**config.mk**
```make
export PLATFORM = sky130hd
export DESIGN_NAME = inst_fetch
export DESIGN_NICKNAME = d
export VERILOG_FILES = /design/src/rtl/inst_fetch.sv
export SDC_FILE = /design/constraint.sdc
export NUM_CORES = 1
export LEC_CHECK = 0
export CAP_MARGIN = 25
export CORE_MARGIN = 2
export CORE_UTILIZATION = 40
export CTS_CLUSTER_DIAMETER = 150
export DETAILED_ROUTE_END_ITERATION = 12
export GPL_ROUTABILITY_DRIVEN = 0
export GPL_TIMING_DRIVEN = 0
export PLACE_DENSITY = 0.72
export REMOVE_ABC_BUFFERS = 1
export SYNTH_ARGS = -nofsm -noshare
export SYNTH_HDL_FRONTEND = slang
export SYNTH_SLANG_ARGS = --single-unit
```
**constraint.sdc**
```tcl
create_clock -name clk -period 5.37 [get_ports clk]
set_clock_uncertainty 0.05 [all_clocks]
set_input_delay 0.8055 -clock clk [delete_from_list [all_inputs] [get_ports clk]]
set_output_delay 0.8055 -clock clk [all_outputs]
set_load 0.02 [all_outputs]
```
**src/rtl/inst_fetch.sv**
```systemverilog
// inst_fetch: owns the fetch PC, drives the combinational instruction ROM and
// buffers returned words in a small prefetch FIFO that feeds decode.
// Optional misaligned-jump trap (HALT state, misalign_o): define INST_FETCH_MISALIGN_EXC_EN.
module inst_fetch #(
  parameter logic [31:0] RESET_PC   = 32'h0000_0000,
  parameter int unsigned FIFO_DEPTH = 2
) (
  input  logic        clk,
  input  logic        rst,
  output logic        rom_ce_o,
  output logic [31:0] rom_addr_o,
  input  logic [31:0] rom_inst_i,
  input  logic        jump_flag_i,
  input  logic [31:0] jump_addr_i,
`ifdef INST_FETCH_MISALIGN_EXC_EN
  output logic        misalign_o,
`endif
  output logic [31:0] inst_o,
  output logic [31:0] inst_addr_o,
  output logic        inst_valid_o,
  input  logic        inst_ready_i
);

  localparam int unsigned PTR_W = $clog2(FIFO_DEPTH);
  localparam int unsigned CNT_W = PTR_W + 1;
  localparam logic [CNT_W-1:0] DEPTH = CNT_W'(FIFO_DEPTH);

  if (!(FIFO_DEPTH == 2 || FIFO_DEPTH == 4)) begin : g_bad_depth
    $error("inst_fetch: FIFO_DEPTH must be 2 or 4");
  end
  if (RESET_PC[1:0] != 2'b00) begin : g_bad_reset_pc
    $error("inst_fetch: RESET_PC must be word aligned");
  end

`ifdef INST_FETCH_MISALIGN_EXC_EN
  typedef enum logic [1:0] {BOOT, RUN, HALT} state_t;
`else
  typedef enum logic {BOOT, RUN} state_t;
`endif

  state_t state;
  state_t state_nxt;

  logic [31:0]      fetch_pc;
  logic [PTR_W-1:0] rd_ptr;
  logic [PTR_W-1:0] wr_ptr;
  logic [CNT_W-1:0] count;
  logic [31:0]      inst_mem [FIFO_DEPTH];
  logic [31:0]      addr_mem [FIFO_DEPTH];

  logic        push;
  logic        pop;
  logic        head_valid;
  logic [31:0] jump_target;

  // Redirect target; without the trap the low address bits are dropped.
`ifdef INST_FETCH_MISALIGN_EXC_EN
  logic jump_misaligned;
  logic misalign;

  assign jump_misaligned = (jump_addr_i[1:0] != 2'b00);
  assign jump_target     = jump_addr_i;
  assign misalign_o      = misalign;
`else
  logic [1:0] unused_jump_lsb;

  assign unused_jump_lsb = jump_addr_i[1:0];
  assign jump_target     = {jump_addr_i[31:2], 2'b00};
`endif

  // State register
  always_ff @(posedge clk or posedge rst) begin
    if (rst) begin
      state <= BOOT;
    end else begin
      state <= state_nxt;
    end
  end

  // Next-state logic
  always_comb begin
    state_nxt = state;
    case (state)
      BOOT:    state_nxt = RUN;
      RUN:     state_nxt = RUN;
      default: state_nxt = state;
    endcase
`ifdef INST_FETCH_MISALIGN_EXC_EN
    if (jump_flag_i) begin
      state_nxt = jump_misaligned ? HALT : RUN;
    end
`endif
  end

  // Output logic: ROM request and FIFO handshake
  always_comb begin
    pop        = head_valid && inst_ready_i;
    push       = 1'b0;
    rom_ce_o   = 1'b0;
    rom_addr_o = 32'h0;
    if (state == RUN && !jump_flag_i && (count < DEPTH || pop)) begin
      push       = 1'b1;
      rom_ce_o   = 1'b1;
      rom_addr_o = fetch_pc;
    end
  end

  // Fetch PC and FIFO control; a jump flushes and drops any same-cycle pop.
  always_ff @(posedge clk or posedge rst) begin
    if (rst) begin
      fetch_pc <= RESET_PC;
      rd_ptr   <= '0;
      wr_ptr   <= '0;
      count    <= '0;
    end else if (jump_flag_i) begin
      fetch_pc <= jump_target;
      rd_ptr   <= '0;
      wr_ptr   <= '0;
      count    <= '0;
    end else begin
      if (push) begin
        fetch_pc <= fetch_pc + 32'd4;
        wr_ptr   <= wr_ptr + 1'b1;
      end
      if (pop) begin
        rd_ptr <= rd_ptr + 1'b1;
      end
      case ({push, pop})
        2'b10:   count <= count + 1'b1;
        2'b01:   count <= count - 1'b1;
        default: count <= count;
      endcase
    end
  end

`ifdef INST_FETCH_MISALIGN_EXC_EN
  always_ff @(posedge clk or posedge rst) begin
    if (rst) begin
      misalign <= 1'b0;
    end else if (jump_flag_i) begin
      misalign <= jump_misaligned;
    end
  end
`endif

  // Stage boundary: ROM word captured into the prefetch FIFO
  always_ff @(posedge clk) begin
    if (push) begin
      inst_mem[wr_ptr] <= rom_inst_i;
      addr_mem[wr_ptr] <= fetch_pc;
    end
  end

  assign head_valid   = (count != '0);
  assign inst_valid_o = head_valid;
  assign inst_o       = head_valid ? inst_mem[rd_ptr] : 32'h0;
  assign inst_addr_o  = head_valid ? addr_mem[rd_ptr] : 32'h0;

  a_rom_addr_aligned: assert property (@(posedge clk) disable iff (rst)
    rom_addr_o[1:0] == 2'b00);
  a_count_bounded: assert property (@(posedge clk) disable iff (rst)
    count <= DEPTH);
  a_ce_only_in_run: assert property (@(posedge clk) disable iff (rst)
    rom_ce_o |-> (state == RUN));

endmodule

```
Word-level counts from Yosys, hierarchy flattened
Memories as Yosys holds them, arrays and structs flattened.
Index checks and enable logic that the tools add are counted.
Word-level totals
  register bits: 37
  memory bits (writable): 128
  memories kept: 2
Operators by class
  add/subtract/negate cells: 5
  magnitude comparators: 1
  equal/unequal tests: 2
  muxes and demuxes: 14
  reductions and logical operators: 9
Memory list
  addr_mem: words 2, bits a word 32, read ports 1, clocked after Yosys merged registers in 0, wr ports 1, RTL line 49  | logic [31:0] addr_mem [FIFO_DEPTH];
  inst_mem: words 2, bits a word 32, read ports 1, clocked after Yosys merged registers in 0, wr ports 1, RTL line 48  | logic [31:0] inst_mem [FIFO_DEPTH];
Operator list (number)
  two-way mux 32 bit: 5
  adder 32 x 3 -> 32 bit, second input constant: 1
  two-way mux 1 bit: 7
  nonzero test 2 bit: 3
  one-hot mux 2 bit (2 select lines): 1
  logical AND 1 bit: 3
  nonzero test 3 bit: 1
  adder 1 bit, second input constant: 2
  adder 2 x 1 -> 2 bit, second input constant: 1
  == test 2 x 1 -> 1 bit, second input constant: 1
  == test 2 bit, second input constant: 1
  < comparator 2 bit, second input constant: 1
  two-way mux 2 bit: 1
  subtractor 2 x 1 -> 2 bit, second input constant: 1
  zero test 1 bit: 1
  logical OR 1 bit: 1

Depth between registers and ports, before layout
  depth in word-level cells: 8
  gate-level depth with buffers: 7
  gate-level depth less buffers: 6

Least setup slack after synthesis
No wires, ideal clock.
  path kind: input -> register
  start: input port jump_flag_i
  end: memory addr_mem[0][10] (enable)
  arrival: 5472 ps
  path slack: -710 ps
  cell stages on the path: 3
  path buffers: 2
  path through: clkbuf_1 buf_1 nor3_1
On the way
  word-level cells in the longest chain between the ends: 6
RTL lines
  from (decl): RTL line 13  | input logic jump_flag_i,
  zero test 1 bit: RTL line 101  | if (state == RUN && !jump_flag_i && (count < DEPTH || pop)) begin
  logical AND 1 bit (2 in a row): RTL line 101
  two-way mux 1 bit: RTL line 101
  two-way mux 1 bit: RTL line 148  | if (push) begin
  two-way mux 1 bit (not written as such): RTL line 150  | addr_mem[wr_ptr] <= fetch_pc;
  to (decl): RTL line 49
Every way passes these cells.

Worst setup path after layout
  start: input port inst_ready_i
  end: output port rom_addr_o[15]
On the way
  word-level cells in the longest chain between the ends: 4
RTL lines
  from (decl): RTL line 21  | input logic inst_ready_i
  logical AND 1 bit: RTL line 97  | pop = head_valid && inst_ready_i;
  logical OR 1 bit: RTL line 101
  logical AND 1 bit: RTL line 101
  two-way mux 32 bit: RTL line 101
  to (decl): RTL line 11  | output logic [31:0] rom_addr_o,
Every way passes these cells.

==> flow_summary.json <==
{
  "status": "finished clean",
  "synthCells": 533,
  "p_comb_frac": 0.152,
  "clockBufferDepth": 2,
  "dieWidth_um": 135.2,
  "arrival_ns": 3.24,
  "io_buffer_count": 159,
  "die_y_um": 135.2,
  "grt_pass1_vias": 4769,
  "postCtsSetupBuffers": 0,
  "clock_sinks": 159,
  "critPathSlowestCell": "clkdlybuf4s50_1",
  "layout.nets": 759,
  "track_usage": 0.1784,
  "synth_top_area_cell": "edfxtp_1",
  "synth_area_leaders": "edfxtp_1 (54%), dfrtp_1 (13%), mux2i_1 (9.2%), nor2_1 (3.9%), xnor2_1 (2.7%)",
  "viasPerCell": 5.008,
  "synth-edff-count": 124,
  "crit_type": "in -> out",
  "dp_hpwl_um": 10860,
  "coreArea_um2": 16700,
  "switching_share": 0.2559,
  "grt_max_degree": 63,
  "drc_errors": 0,
  "syn_area_um2": 6889,
  "drive_gt1_frac": 0.08108,
  "start_util": 0.4125,
  "p_int_mw": 2.333,
  "slew_violations": 0,
  "cts_tree": "yes",
  "antenna_cells": 0,
  "synth.most_common_cell": "edfxtp_1",
  "fin_crit_ns": 4.091,
  "syn2layout_area_growth_pct": 36.09,
  "cts.htree.levels": 4,
  "num_io_pins": 166,
  "drtAntennaViolNets": 0,
  "grt_pass1_wl_um": 24930,
  "synth_common_cells": "edfxtp_1 (124), nor2_1 (72), mux2i_1 (63), nand2_1 (48), dfrtp_1 (35)",
  "sequentialPowerShare": 0.469,
  "route.detailed.wl_per_inst_um": 17.23,
  "worst_pin_slew_ns": 0.9789,
  "cap_violations": 0,
  "p_clk_frac": 0.379,
  "endpoint_kind": "output port",
  "synth-seq-cells": 159,
  "cts_inserted_buffers": 17,
  "cp_max_fo": 26,
  "row_count": 47,
  "hp-class": "reg -> reg",
  "ctsHoldBuffers": 0,
  "p_leak_nw": 3.334,
  "fp.dieArea_um2": 18290,
  "peakVddDrop_uv": 211.4,
  "num_vias": 4622,
  "synth_area_per_cell_um2": 12.93,
  "yosys_warnings": 0,
  "timing.fmax_mhz": 244.4,
  "finalHoldViolations": 0,
  "antenna_found_initial": 0,
  "grt_overflow": 0,
  "power_density_nw_per_um2": 334.4,
  "drtPass1Iterations": 5,
  "design_area_um2": 9375,
  "max-slew-margin-rel": 0.3467,
  "cp.required_ns": 4.51,
  "path_cells": "clkdlybuf4s50_1, nand2b_1, and2_1, buf_16, and3_1, clkdlybuf4s50_1",
  "num-fill-cells": 1368,
  "synth_cell_type_count": 39,
  "routed_wl_um": 15900,
  "dp_cells": 891,
  "ctsResizeCount": 0,
  "power_mw": 3.135,
  "p_sw_mw": 0.8021,
  "rsz0062_at_grt": "no",
  "finalSetupViolations": 0,
  "critPathLaunchType": "primary input",
  "multi_input_area_um2": 2121,
  "layout.cells.non_filler": 923,
  "fin_tns_setup_ns": 0,
  "clk_latency_ns": 0.41,
  "dpl-instance-area_um2": 8790,
  "synthFlopType": "edfxtp_1",
  "regArea_um2": 4603,
  "async_flop_share": 0.2201,
  "path_clk_slew_ns": 0.06,
  "root_buffer": "clkbuf_16",
  "netlist.area_leader.share": 0.5405,
  "first_iter_violations": 195,
  "slowest_delay_ns": 0.62,
  "fin_crit_sh": 0.7618,
  "yosysSeqAreaShare": 0.6676,
  "crit_top_cell": "clkdlybuf4s50_1"
}
==> placed cells by master (no fill, tap or decap), types with 4 or more instances in the layout <==
cell,n
edfxtp_1,124
clkbuf_16,17
nor3_1,17
inv_1,8
conb_1,5
o21ai_0,25
xnor2_1,21
nor2_1,71
buf_6,4
clkdlybuf4s50_1,158
nand3_1,10
xor2_1,7
dfrtp_1,34
nand4_1,7
inv_6,4
and3_1,27
nand2_1,48
mux2i_1,63
==> power by group through the flow <==
| stage | clock network [mW] | logic (mW) | registers (mW) |
|---|---|---|---|
| floorplan | 0 | 0.241 | 1.49 |
| global placement | 0 | 0.454 | 1.51 |
| detailed placement | 0 | 0.481 | 1.50 |
| CTS | 1.21 | 0.483 | 1.47 |
| global route | 1.26 | 0.512 | 1.48 |
| finish | 1.19 | 0.476 | 1.47 |
==> flip-flops by register name (all words and copies together), names as in the netlist <==
register and count:
addr_mem 60, count 2, fetch_pc 30, inst_mem 64, rd_ptr 1, state 1
wr_ptr 1
==> final timing paths <==
kind / slack (ns) / endpoint / startpoint / cells past startpoint
worst max-delay path: 1.28 / rom_addr_o[15] / inst_ready_i / 6
worst min register to register: 0.49 / addr_mem[0][31] / fetch_pc[31] / 0
min in group asynchronous: 0.82 / fetch_pc[2] / rst / 2
max in group asynchronous: 3.85 / rd_ptr / rst / 2
worst max register to register: 2.63 / addr_mem[1][25] / count[1] / 4
worst min-delay path: 0.49 / addr_mem[0][31] / fetch_pc[31] / 0
==> metrics by stage <==
stage          worst slack [ns]  hold WS, ns    util
2_1_floorplan           -0.7325       0.4214       -
4_1_cts                   1.291       0.4882  0.5614
3_3_place_gp             -4.989       0.4530  0.5151
5_1_grt                   1.171       0.5120  0.5614
3_5_place_dp              1.292       0.4722  0.5263
6_report                  1.279       0.4882  0.5614
==> cell type report <==
| type | instances | share of cell area |
|---|---|---|
| Tap cell | 220 | 0.02936 |
| Sequential cell | 159 | 0.4910 |
| Timing Repair Buffer | 169 | 0.1874 |
| Multi-Input combinational cell | 334 | 0.2262 |
| Clock buffer | 18 | 0.04578 |
| Clock inverter | 14 | 0.01668 |
| Inverter | 9 | 0.003603 |
==> critical path: cells and delay by family <==
family | cells | cell delay, ns
buffers and inverters | 3 | 1.42
and+or+nand+nor | 3 | 1.00
==> metal layers <==
| metal | GRT usage | vias to the layer above | share of wire |
|---|---|---|---|
| met2 | 0.3142 | 154 | 0.50 |
| met5 | 0 | - | 0 |
| met1 | 0.2164 | 2211 | 0.43 |
| met3 | 0.04527 | 29 | 0.060 |
| met4 | 0.05382 | 0 | 0.016 |
| li1 | - | 2228 | - |
==> cell families (layout without fill, tap and decap cells) <==
| logic type | after synthesis | after routing | share of synthesized area |
|---|---|---|---|
| and+or+nand+nor | 203 | 203 | 0.1457 |
| muxes | 65 | 65 | 0.09480 |
| adders and majority gates | 1 | 1 | 0.001816 |
| AOI/OAI and AO/OA | 32 | 32 | 0.02470 |
| buffers and inverters | 43 | 210 | 0.02870 |
| DFF | 159 | 159 | 0.6676 |
| xor gates and xnor gates | 28 | 28 | 0.03560 |
| other | 2 | 5 | 0.001090 |
Power figures use the tool's default switching activity.
